`config.mk`:
```
export PLATFORM = sky130hd
export DESIGN_NAME = l2_neuron_sequencer
export DESIGN_NICKNAME = d
export VERILOG_FILES = /design/src/rtl/nn_pkg.sv /design/src/rtl/q88_mac.sv /design/src/rtl/l2_neuron_sequencer.sv
export SDC_FILE = /design/constraint.sdc
export NUM_CORES = 1
export LEC_CHECK = 0
export CELL_PAD_IN_SITES_DETAIL_PLACEMENT = 1
export CELL_PAD_IN_SITES_GLOBAL_PLACEMENT = 1
export CORE_MARGIN = 2
export CORE_UTILIZATION = 53
export CTS_CLUSTER_DIAMETER = 80
export CTS_CLUSTER_SIZE = 14
export DETAILED_ROUTE_END_ITERATION = 6
export PLACE_DENSITY_LB_ADDON = 0.1
export SETUP_SLACK_MARGIN = 0.05
export SLEW_MARGIN = 20
export SYNTH_ARGS = -nofsm -noshare
export SYNTH_HDL_FRONTEND = slang
export SYNTH_HIERARCHICAL = 1
export SYNTH_SLANG_ARGS = --single-unit
```
`constraint.sdc`:
```
create_clock -name clk -period 16.41 [get_ports clk]
set_clock_uncertainty 0.2 [all_clocks]
set_input_delay 3.282 -clock clk [delete_from_list [all_inputs] [get_ports clk]]
set_output_delay 3.282 -clock clk [all_outputs]
set_load 0.05 [all_outputs]
```
`src/rtl/nn_pkg.sv`:
```
// Shared constants, sequencer state encoding and the Q8.8 saturation helper
// for the layer-2 neuron datapath.
package nn_pkg;

  localparam int N_IN  = 56;
  localparam int N_OUT = 10;
  localparam int DW    = 16;
  localparam int FRAC  = 8;
  localparam int ACC_W = 40;

  typedef enum logic [2:0] {
    S_IDLE,
    S_FETCH,
    S_WAIT,
    S_OUT,
    S_DONE,
    S_ERR
  } seq_state_e;

  // Clamp an already-shifted accumulator value into signed 16-bit Q8.8.
  function automatic logic [DW-1:0] sat16(input logic signed [ACC_W-1:0] v);
    if (longint'(v) > 32767)  return 16'h7FFF;
    if (longint'(v) < -32768) return 16'h8000;
    return v[DW-1:0];
  endfunction

endpackage

```
`src/rtl/q88_mac.sv`:
```
// Signed Q8.8 multiply-accumulate with clear; exposes the saturated result of
// the accumulator including the product being added this cycle.
module q88_mac #(
  parameter int DW    = 16,
  parameter int FRAC  = 8,
  parameter int ACC_W = 40
) (
  input  logic          clk,
  input  logic          rst,
  input  logic          clr_i,
  input  logic          en_i,
  input  logic [DW-1:0] a_i,
  input  logic [DW-1:0] b_i,
  output logic [DW-1:0] sat_next_o
);
  import nn_pkg::*;

  logic signed [2*DW-1:0]  prod;
  logic signed [ACC_W-1:0] acc_q, acc_d, shifted;

  assign prod    = $signed(a_i) * $signed(b_i);
  assign acc_d   = en_i ? acc_q + {{(ACC_W-2*DW){prod[2*DW-1]}}, prod} : acc_q;
  // Arithmetic shift floors toward -inf before clamping.
  assign shifted = acc_d >>> FRAC;
  assign sat_next_o = sat16(shifted);

  always_ff @(posedge clk) begin
    if (rst || clr_i) acc_q <= '0;
    else              acc_q <= acc_d;
  end

endmodule

```
`src/rtl/l2_neuron_sequencer.sv`:
```
// Walks the layer-1 activations through the fetch port, accumulates
// activation*weight per layer-2 neuron and emits one saturated result each.
module l2_neuron_sequencer #(
  parameter int N_IN  = 56,
  parameter int N_OUT = 10,
  parameter int DW    = 16,
  parameter int FRAC  = 8,
  parameter int ACC_W = 40,
  parameter int TMO   = 8
) (
  input  logic          clk,
  input  logic          rst,
  input  logic          start,
  output logic          busy,
  output logic          done,
  output logic          err,
  output logic          l1_fetch,
  output logic [5:0]    l1_no,
  input  logic          l1_fetched,
  input  logic [DW-1:0] l1_value,
  output logic [9:0]    w_addr,
  input  logic [DW-1:0] w_data,
  output logic          out_valid,
  output logic [3:0]    out_idx,
  output logic [DW-1:0] out_data
);
  import nn_pkg::*;

  localparam int TW = $clog2(TMO + 1);

  seq_state_e    state_q;
  logic [5:0]    idx_q;
  logic [3:0]    neu_q;
  logic [TW-1:0] tmo_q;
  logic          busy_q, done_q, err_q, fetch_q, valid_q;
  logic [5:0]    l1_no_q;
  logic [9:0]    w_addr_q;
  logic [3:0]    out_idx_q;
  logic [DW-1:0] out_data_q;
  logic [DW-1:0] mac_sat;
  logic          mac_en, mac_clr;

  function automatic logic [9:0] waddr(input logic [3:0] n, input logic [5:0] i);
    return 10'(int'(n) * N_IN) + 10'(i);
  endfunction

  assign mac_en  = (state_q == S_WAIT) && l1_fetched;
  assign mac_clr = (state_q == S_OUT) || (state_q == S_ERR);

  q88_mac #(.DW(DW), .FRAC(FRAC), .ACC_W(ACC_W)) u_mac (
    .clk        (clk),
    .rst        (rst),
    .clr_i      (mac_clr),
    .en_i       (mac_en),
    .a_i        (l1_value),
    .b_i        (w_data),
    .sat_next_o (mac_sat)
  );

  always_ff @(posedge clk) begin
    if (rst) begin
      state_q    <= S_IDLE;
      idx_q      <= '0;
      neu_q      <= '0;
      tmo_q      <= '0;
      busy_q     <= 1'b0;
      done_q     <= 1'b0;
      err_q      <= 1'b0;
      fetch_q    <= 1'b0;
      valid_q    <= 1'b0;
      l1_no_q    <= '0;
      w_addr_q   <= '0;
      out_idx_q  <= '0;
      out_data_q <= '0;
    end else begin
      fetch_q <= 1'b0;
      valid_q <= 1'b0;
      done_q  <= 1'b0;
      case (state_q)
        S_IDLE: if (start) begin
          state_q  <= S_FETCH;
          busy_q   <= 1'b1;
          err_q    <= 1'b0;
          fetch_q  <= 1'b1;
          idx_q    <= '0;
          neu_q    <= '0;
          l1_no_q  <= '0;
          w_addr_q <= '0;
        end
        S_FETCH: begin
          state_q <= S_WAIT;
          tmo_q   <= '0;
        end
        S_WAIT: if (l1_fetched) begin
          tmo_q <= '0;
          if (idx_q == 6'(N_IN - 1)) begin
            // Result includes the product being accumulated on this edge.
            state_q    <= S_OUT;
            valid_q    <= 1'b1;
            out_idx_q  <= neu_q;
            out_data_q <= mac_sat;
          end else begin
            state_q  <= S_FETCH;
            idx_q    <= idx_q + 6'd1;
            fetch_q  <= 1'b1;
            l1_no_q  <= idx_q + 6'd1;
            w_addr_q <= waddr(neu_q, idx_q + 6'd1);
          end
        end else if (tmo_q == TW'(TMO - 1)) begin
          state_q <= S_ERR;
          err_q   <= 1'b1;
          busy_q  <= 1'b0;
        end else begin
          tmo_q <= tmo_q + TW'(1);
        end
        S_OUT: begin
          idx_q <= '0;
          if (neu_q == 4'(N_OUT - 1)) begin
            state_q <= S_DONE;
            done_q  <= 1'b1;
            neu_q   <= '0;
          end else begin
            state_q  <= S_FETCH;
            neu_q    <= neu_q + 4'd1;
            fetch_q  <= 1'b1;
            l1_no_q  <= '0;
            w_addr_q <= waddr(neu_q + 4'd1, 6'd0);
          end
        end
        S_DONE: begin
          state_q <= S_IDLE;
          busy_q  <= 1'b0;
        end
        S_ERR: begin
          state_q <= S_IDLE;
          idx_q   <= '0;
          neu_q   <= '0;
          tmo_q   <= '0;
        end
        default: state_q <= S_IDLE;
      endcase
    end
  end

  assign busy      = busy_q;
  assign done      = done_q;
  assign err       = err_q;
  assign l1_fetch  = fetch_q;
  assign l1_no     = l1_no_q;
  assign w_addr    = w_addr_q;
  assign out_valid = valid_q;
  assign out_idx   = out_idx_q;
  assign out_data  = out_data_q;

endmodule

```
==> out/results.ini, run 1 <==
[global_routing]
grt-ovfl-total = 0
globalRouteTotalUtil = 0.2994
grt_antenna_before_repair = 0
grt_max_degree = 52
grt_pass1_wl_um = 81190
first_global_vias = 15515

[clock_network]
tritoncts = yes
postCtsSetupRepairBufs = 0
clock_latency_ps = 360
clkTransAtPathRegs_ps = 70
clk_path_buf_depth = 2
cts_root_buf = clkbuf_16
cts_sinks = 97
cts_resized = 0
cts_hold_buf = 0
cts-buffers-inserted = 9
htree_num_levels = 3

[floorplanning]
initial_core_util = 0.5364
num_io_pins = 77
dieArea_um2 = 34230
core_um2 = 32370
die_h_um = 185.0
die_w_um = 185.0
num_rows = 66

[worst_hold_path]
min-delay-start = l1_no[1]
holdPathEnd = l1_no[1]
hold_depth = 2
holdCritPathClass = reg -> reg

[route]
drc = 0
detail-route-antenna-nets = 0
wire_per_inst_um = 19.63
vias = 13773
drt_iter0_drc = 609
viasPerCell = 5.597
drt_wl_total_um = 48300
drt_pass1_iterations = 7

[placed_design]
port_buffers = 76
post-dp-hpwl_um = 39970
gp_congestion = 0.8314

[setup_path]
slowest_delay_ps = 950
end_kind = flop
path_class = in -> reg
crit_top_cell = fa_1
r2r-start = u_mac/acc_q[0]
reg2reg_depth = 15
worst_ep_arrival_time_ps = 13970
cp_max_fo = 16
critPathSlowestCell = clkdlybuf4s50_1
rrSetupSlack_ps = 11520
cp.required_ps = 16430
cp-start-kind = input pin
r2r_end = out_data[1]

[logic_synthesis]
yosysMostFrequentCell = inv_1
syn_inst = 2008
synth_area_per_cell_um2 = 8.648
synth_commonest_cells = 363 x inv_1, 271 x fa_1, 188 x nand2_1
synthFlopType = dfxtp_1
synth_top_area_frac = 0.3124
yosysWarnings = 6
synth_cell_types = 98
seq_area_frac_synth = 0.1118
synth_nets = 2455
async_flop_share = 0
synth.largest_area_cell = fa_1
yosys_register_bits = 97
synthTopCellsByArea = fa_1 31%, dfxtp_1 11%, ha_1 10%
netlist_area_um2 = 17370
synth_edf_count = 0

[timing]
slew_headroom = 0.4290
rsz0062_at_grt = no
post-route-period-util = 0.8500
fmax_mhz = 71.70
finalMaxSlewViolations = 0
tns_ps = 0
hold_violations = 0
setup_viol = 0
max_slew.worst_pin.slew_ps = 856.5
fin_crit_ps = 13950

[finish]
num-fill-cells = 3880
antenna_cells = 0
area_growth_pct = 7.184
register_area_um2 = 1942
multi_input_area_um2 = 13660
drive_gt1_frac = 0.04260
layout.nets = 2461

[run]
maxCapViolations = 0

[status]
outcome = finished, final reports clean

[layout make-up]
class                      count  share of cell area
sequential                    97              0.1043
tap                          442             0.02971
inverter                     363             0.07321
multi-input combinational   1463              0.7338
clock inverter                 7            0.004638
timing repair buffer          80             0.04222
clock buffer                   9             0.01210
[how the worst max path moves through the flow]
stage                    from      endpoint  slack [ps]  cells after the start
detailed placement  w_data[7]   out_data[3]        2190                     36
global route        w_data[7]   out_data[2]        1910                     36
CTS                 w_data[7]   out_data[3]        2510                     36
finish              w_data[7]   out_data[1]        2460                     36
global placement    w_data[7]   out_data[0]        2470                     35
floorplan           w_data[7]  out_data[14]        4330                     38
[cell families (layout without fill, tap and decap cells)]
family          count (synthesis)  after routing  share of synthesized area
simple gates                  599            599                     0.1709
buf+inv                       448            459                     0.1017
fa+ha+maj                     411            411                     0.4133
compound gates                326            326                     0.1323
flops                          97             97                     0.1118
xor+xnor                       80             80                    0.04229
mux                            47             47                    0.02767
[through the flow]
stage	cells	hold slack, ps	utilization	area [um^2]	worst slack (ps)
after global placement	2445	253.7	0.5654	18300	2469
after global routing	2461	295.8	0.5750	18610	1911
final	2461	268.8	0.5750	18610	2462
after CTS	2461	273.8	0.5750	18610	2513
after detailed placement	2445	261.1	0.5654	18300	2188
after floorplan	2008	242.2	-	17370	4326
[worst max-delay path: cells and delay by family]
| family | cells | cell delay (ps) |
|---|---|---|
| multiplexers | 1 | 170 |
| adder cells (fa/ha/maj) | 8 | 3930 |
| AO/OA/AOI/OAI | 15 | 3780 |
| buffers and inverters | 6 | 1240 |
| AND/OR/NAND/NOR | 4 | 1130 |
| XOR/XNOR | 2 | 430 |
[sequential cells by signal (all words and copies together) (netlist names), 3 cells and up]
| signal | flops |
|---|---|
| l1_no | 6 |
| idx_q | 6 |
| tmo_q | 4 |
| w_addr | 9 |
| state_q | 3 |
| out_idx | 4 |
| out_data | 16 |
| neu_q | 4 |
| u_mac/acc_q | 40 |
[cell usage in the layout, fill, tap and decap left out, types with 6 or more instances in the layout]
cell             Yosys  layout
nand4_1             12      12
nor3_1              25      25
nand2_1            188     188
fa_1               271     271
nor4_1               8       8
dfxtp_1             97      97
and3_1              10       9
o211ai_1             7       7
o21ai_0             28      28
xor2_1              25      25
o31ai_1              6       6
o21bai_1            14      14
o21ai_2             12      12
and2_1             123     123
nand3_1             22      22
mux2i_1             39      39
a21o_1              29      29
o21ai_1             18      18
o21a_1              20      20
nand2b_1             8       8
clkbuf_16            0       9
clkdlybuf4s50_1      0      75
a31oi_1             13      13
ha_1               140     140
nor2_1             147     147
xnor2_1             52      52
a21oi_1             98      98
inv_1              363     363
a211oi_1            18      18
mux2_2               8       8
nor2b_1             13      13
[routing by layer]
layer  wire [um]  share of wire  vias to the layer above  track usage
li1            -              -                     6407            -
met1       21590           0.45                     7003       0.3955
met2       24150           0.50                      295       0.5287
met3        1735          0.036                       68      0.03362
met4         826          0.017                        0      0.06603
met5           0              0                        -            0
Power of run 1 is not shown: default switching activity piles up to over one toggle a cycle in this logic, so the estimate is an artifact.
==> run 2: changes to the inputs <==
--- a/config.mk
+++ b/config.mk
@@ -8,7 +8,7 @@
 export CELL_PAD_IN_SITES_DETAIL_PLACEMENT = 1
 export CELL_PAD_IN_SITES_GLOBAL_PLACEMENT = 1
 export CORE_MARGIN = 2
-export CORE_UTILIZATION = 53
+export CORE_UTILIZATION = 49
 export CTS_CLUSTER_DIAMETER = 80
 export CTS_CLUSTER_SIZE = 14
 export DETAILED_ROUTE_END_ITERATION = 6
==> constraint.sdc (replaced) <==
create_clock -name clk -period 14.46 [get_ports clk]
set_clock_uncertainty 0.2 [all_clocks]
set_input_delay 2.892 -clock clk [delete_from_list [all_inputs] [get_ports clk]]
set_output_delay 2.892 -clock clk [all_outputs]
set_load 0.05 [all_outputs]
==> run 2 against run 1 <==
Compared with the run above: register-to-register slack worse by 1800 ps; via count decreased by 0.89%; critical path depth up 2; non-clock buffer count grew 4; clock-buffer cell count unchanged; sequential share of layout area about the same; final cell count rose by 0.69%; flip-flop and latch count unchanged; core utilization fell by 3.8 points; hold slack worse by 5.4 ps; die area grew 8.0%; global-route usage down 3.9 points.
==> out/results.ini, run 2 (synthesized netlist as in run 1, its figures left out) <==
[timing]
fmax_mhz = 74.65
max_slew.worst_pin.slew_ps = 894.9  ; was 856.5 ps
finalMaxSlewViolations = 0  ; unchanged
tns_ps = 0  ; unchanged
fin_crit_ps = 13400
setup_viol = 0  ; unchanged
post-route-period-util = 0.9264
hold_violations = 0  ; unchanged
slew_headroom = 0.3979  ; was 0.4290
rsz0062_at_grt = no  ; unchanged

[clock_network]
cts_root_buf = clkbuf_16  ; unchanged
htree_num_levels = 3  ; unchanged
clk_path_buf_depth = 2  ; unchanged
cts-buffers-inserted = 9  ; unchanged
cts_resized = 0  ; unchanged
cts_hold_buf = 0  ; unchanged
tritoncts = yes  ; unchanged
cts_sinks = 97  ; unchanged
clkTransAtPathRegs_ps = 70  ; about the same
clock_latency_ps = 360  ; about the same
postCtsSetupRepairBufs = 0  ; unchanged

[setup_path]
cp_max_fo = 16  ; unchanged
cp-start-kind = input pin  ; unchanged
crit_top_cell = fa_1  ; unchanged
end_kind = flop  ; unchanged
critPathSlowestCell = clkdlybuf4s50_1  ; unchanged
worst_ep_arrival_time_ps = 13420  ; was 13970 ps
cp.required_ps = 14490  ; was 16430 ps
slowest_delay_ps = 960  ; was 950 ps
path_class = in -> reg  ; unchanged

[finish]
drive_gt1_frac = 0.04498  ; was 0.04260
layout.nets = 2465  ; was 2461
area_growth_pct = 7.263  ; was 7.184%
antenna_cells = 0  ; unchanged
regMostFlops = u_mac/acc_q  ; unchanged
final_common_cell = inv_1  ; unchanged
mostFrequentLayoutCells = 363 x inv_1, 271 x fa_1, 187 x nand2_1  ; was 363 x inv_1, 271 x fa_1, 188 x nand2_1
num-fill-cells = 4160  ; was 3880
largest_reg_flops = 40  ; unchanged

[floorplanning]
core_um2 = 34710  ; was 32370 um^2
num_io_pins = 77  ; unchanged
num_rows = 68  ; was 66
initial_core_util = 0.5003  ; was 0.5364
die_w_um = 192.3  ; was 185.0 um
dieArea_um2 = 36960  ; was 34230 um^2
die_h_um = 192.3  ; was 185.0 um

[global_routing]
grt-ovfl-total = 0  ; unchanged
grt_antenna_before_repair = 0  ; unchanged
first_global_vias = 14847  ; was 15515
globalRouteTotalUtil = 0.2605  ; was 0.2994
grt_max_degree = 52  ; unchanged
grt_pass1_wl_um = 76420  ; was 81190 um

[placed_design]
gp_congestion = 0.8420  ; was 0.8314
post-dp-hpwl_um = 38320  ; was 39970 um
port_buffers = 76  ; unchanged

[route]
drt_iter0_drc = 666  ; was 609
wire_per_inst_um = 18.57  ; was 19.63 um
detail-route-antenna-nets = 0  ; unchanged
vias = 13651  ; was 13773
drt_wl_total_um = 46020  ; was 48300 um
viasPerCell = 5.509  ; was 5.597
drc = 0  ; unchanged
drt_pass1_iterations = 5  ; was 7

[run]
maxCapViolations = 0  ; unchanged

[status]
outcome = finished, final reports clean  ; unchanged

[worst_hold_path]
holdCritPathClass = reg -> reg  ; unchanged

## run 2: cell count changes in the layout (fill, tap and decap cells not counted)
| cell | change |
|---|---|
| buf_4 | +4 |
| inv_8 | -3 |
| clkinvlp_4 | +2 |
| inv_6 | +2 |
| bufinv_16 | -1 |
| clkinv_2 | +1 |
| clkinv_4 | -1 |
| nand2_1 | -1 |
| nand2_2 | +1 |
## run 2: path summary, 6_finish.rpt
path,from,end,slack (ps),cells past startpoint
max reg2reg,u_mac/acc_q[0],out_data[2],9770,15
min,w_addr[2],w_addr[2],260,2
min reg2reg,w_addr[2],w_addr[2],260,2
max,w_data[7],out_data[1],1060,38
## run 2: stage by stage
| step | cells | hold slack (ps) | setup WS [ps] | utilization | instance area (um^2) |
|---|---|---|---|---|---|
| after floorplan | 2008 | 242.2 | 2766 | - | 17370 |
| after global placement | 2462 | 249.8 | 916.6 | 0.5285 | 18350 |
| after detailed placement | 2462 | 254.7 | 702.1 | 0.5285 | 18350 |
| after CTS | 2478 | 265.1 | 1080 | 0.5365 | 18620 |
| after global routing | 2478 | 276.4 | 439.5 | 0.5366 | 18630 |
| final | 2478 | 263.4 | 1064 | 0.5366 | 18630 |
## run 2: cell type report
type | instances | area (um^2) | share of cell area
tap | 455 | 569.3 | 0.03056
inverter | 363 | 1363 | 0.07315
clock inverter | 7 | 51.30 | 0.002754
clock buffer | 9 | 225.2 | 0.01209
multi-input combinational | 1463 | 13660 | 0.7334
sequential | 97 | 1942 | 0.1043
timing repair buffer | 84 | 815.8 | 0.04380
## run 2: routing by layer
layer	vias up	track usage	share of wire
met5	-	0	0
met4	0	0.05314	0.014
met3	44	0.02419	0.024
met2	184	0.4694	0.52
met1	6997	0.3407	0.44
li1	6426	-	-
## run 2: worst max-delay path: cells and delay by family
family | cells | cell delay (ps)
adder cells (fa/ha/maj) | 8 | 3980
AO/OA/AOI/OAI | 16 | 3680
buffers and inverters | 6 | 1230
AND/OR/NAND/NOR | 5 | 1020
multiplexers | 2 | 450
XOR/XNOR | 1 | 150
Power of run 2 is left out for the same reason.
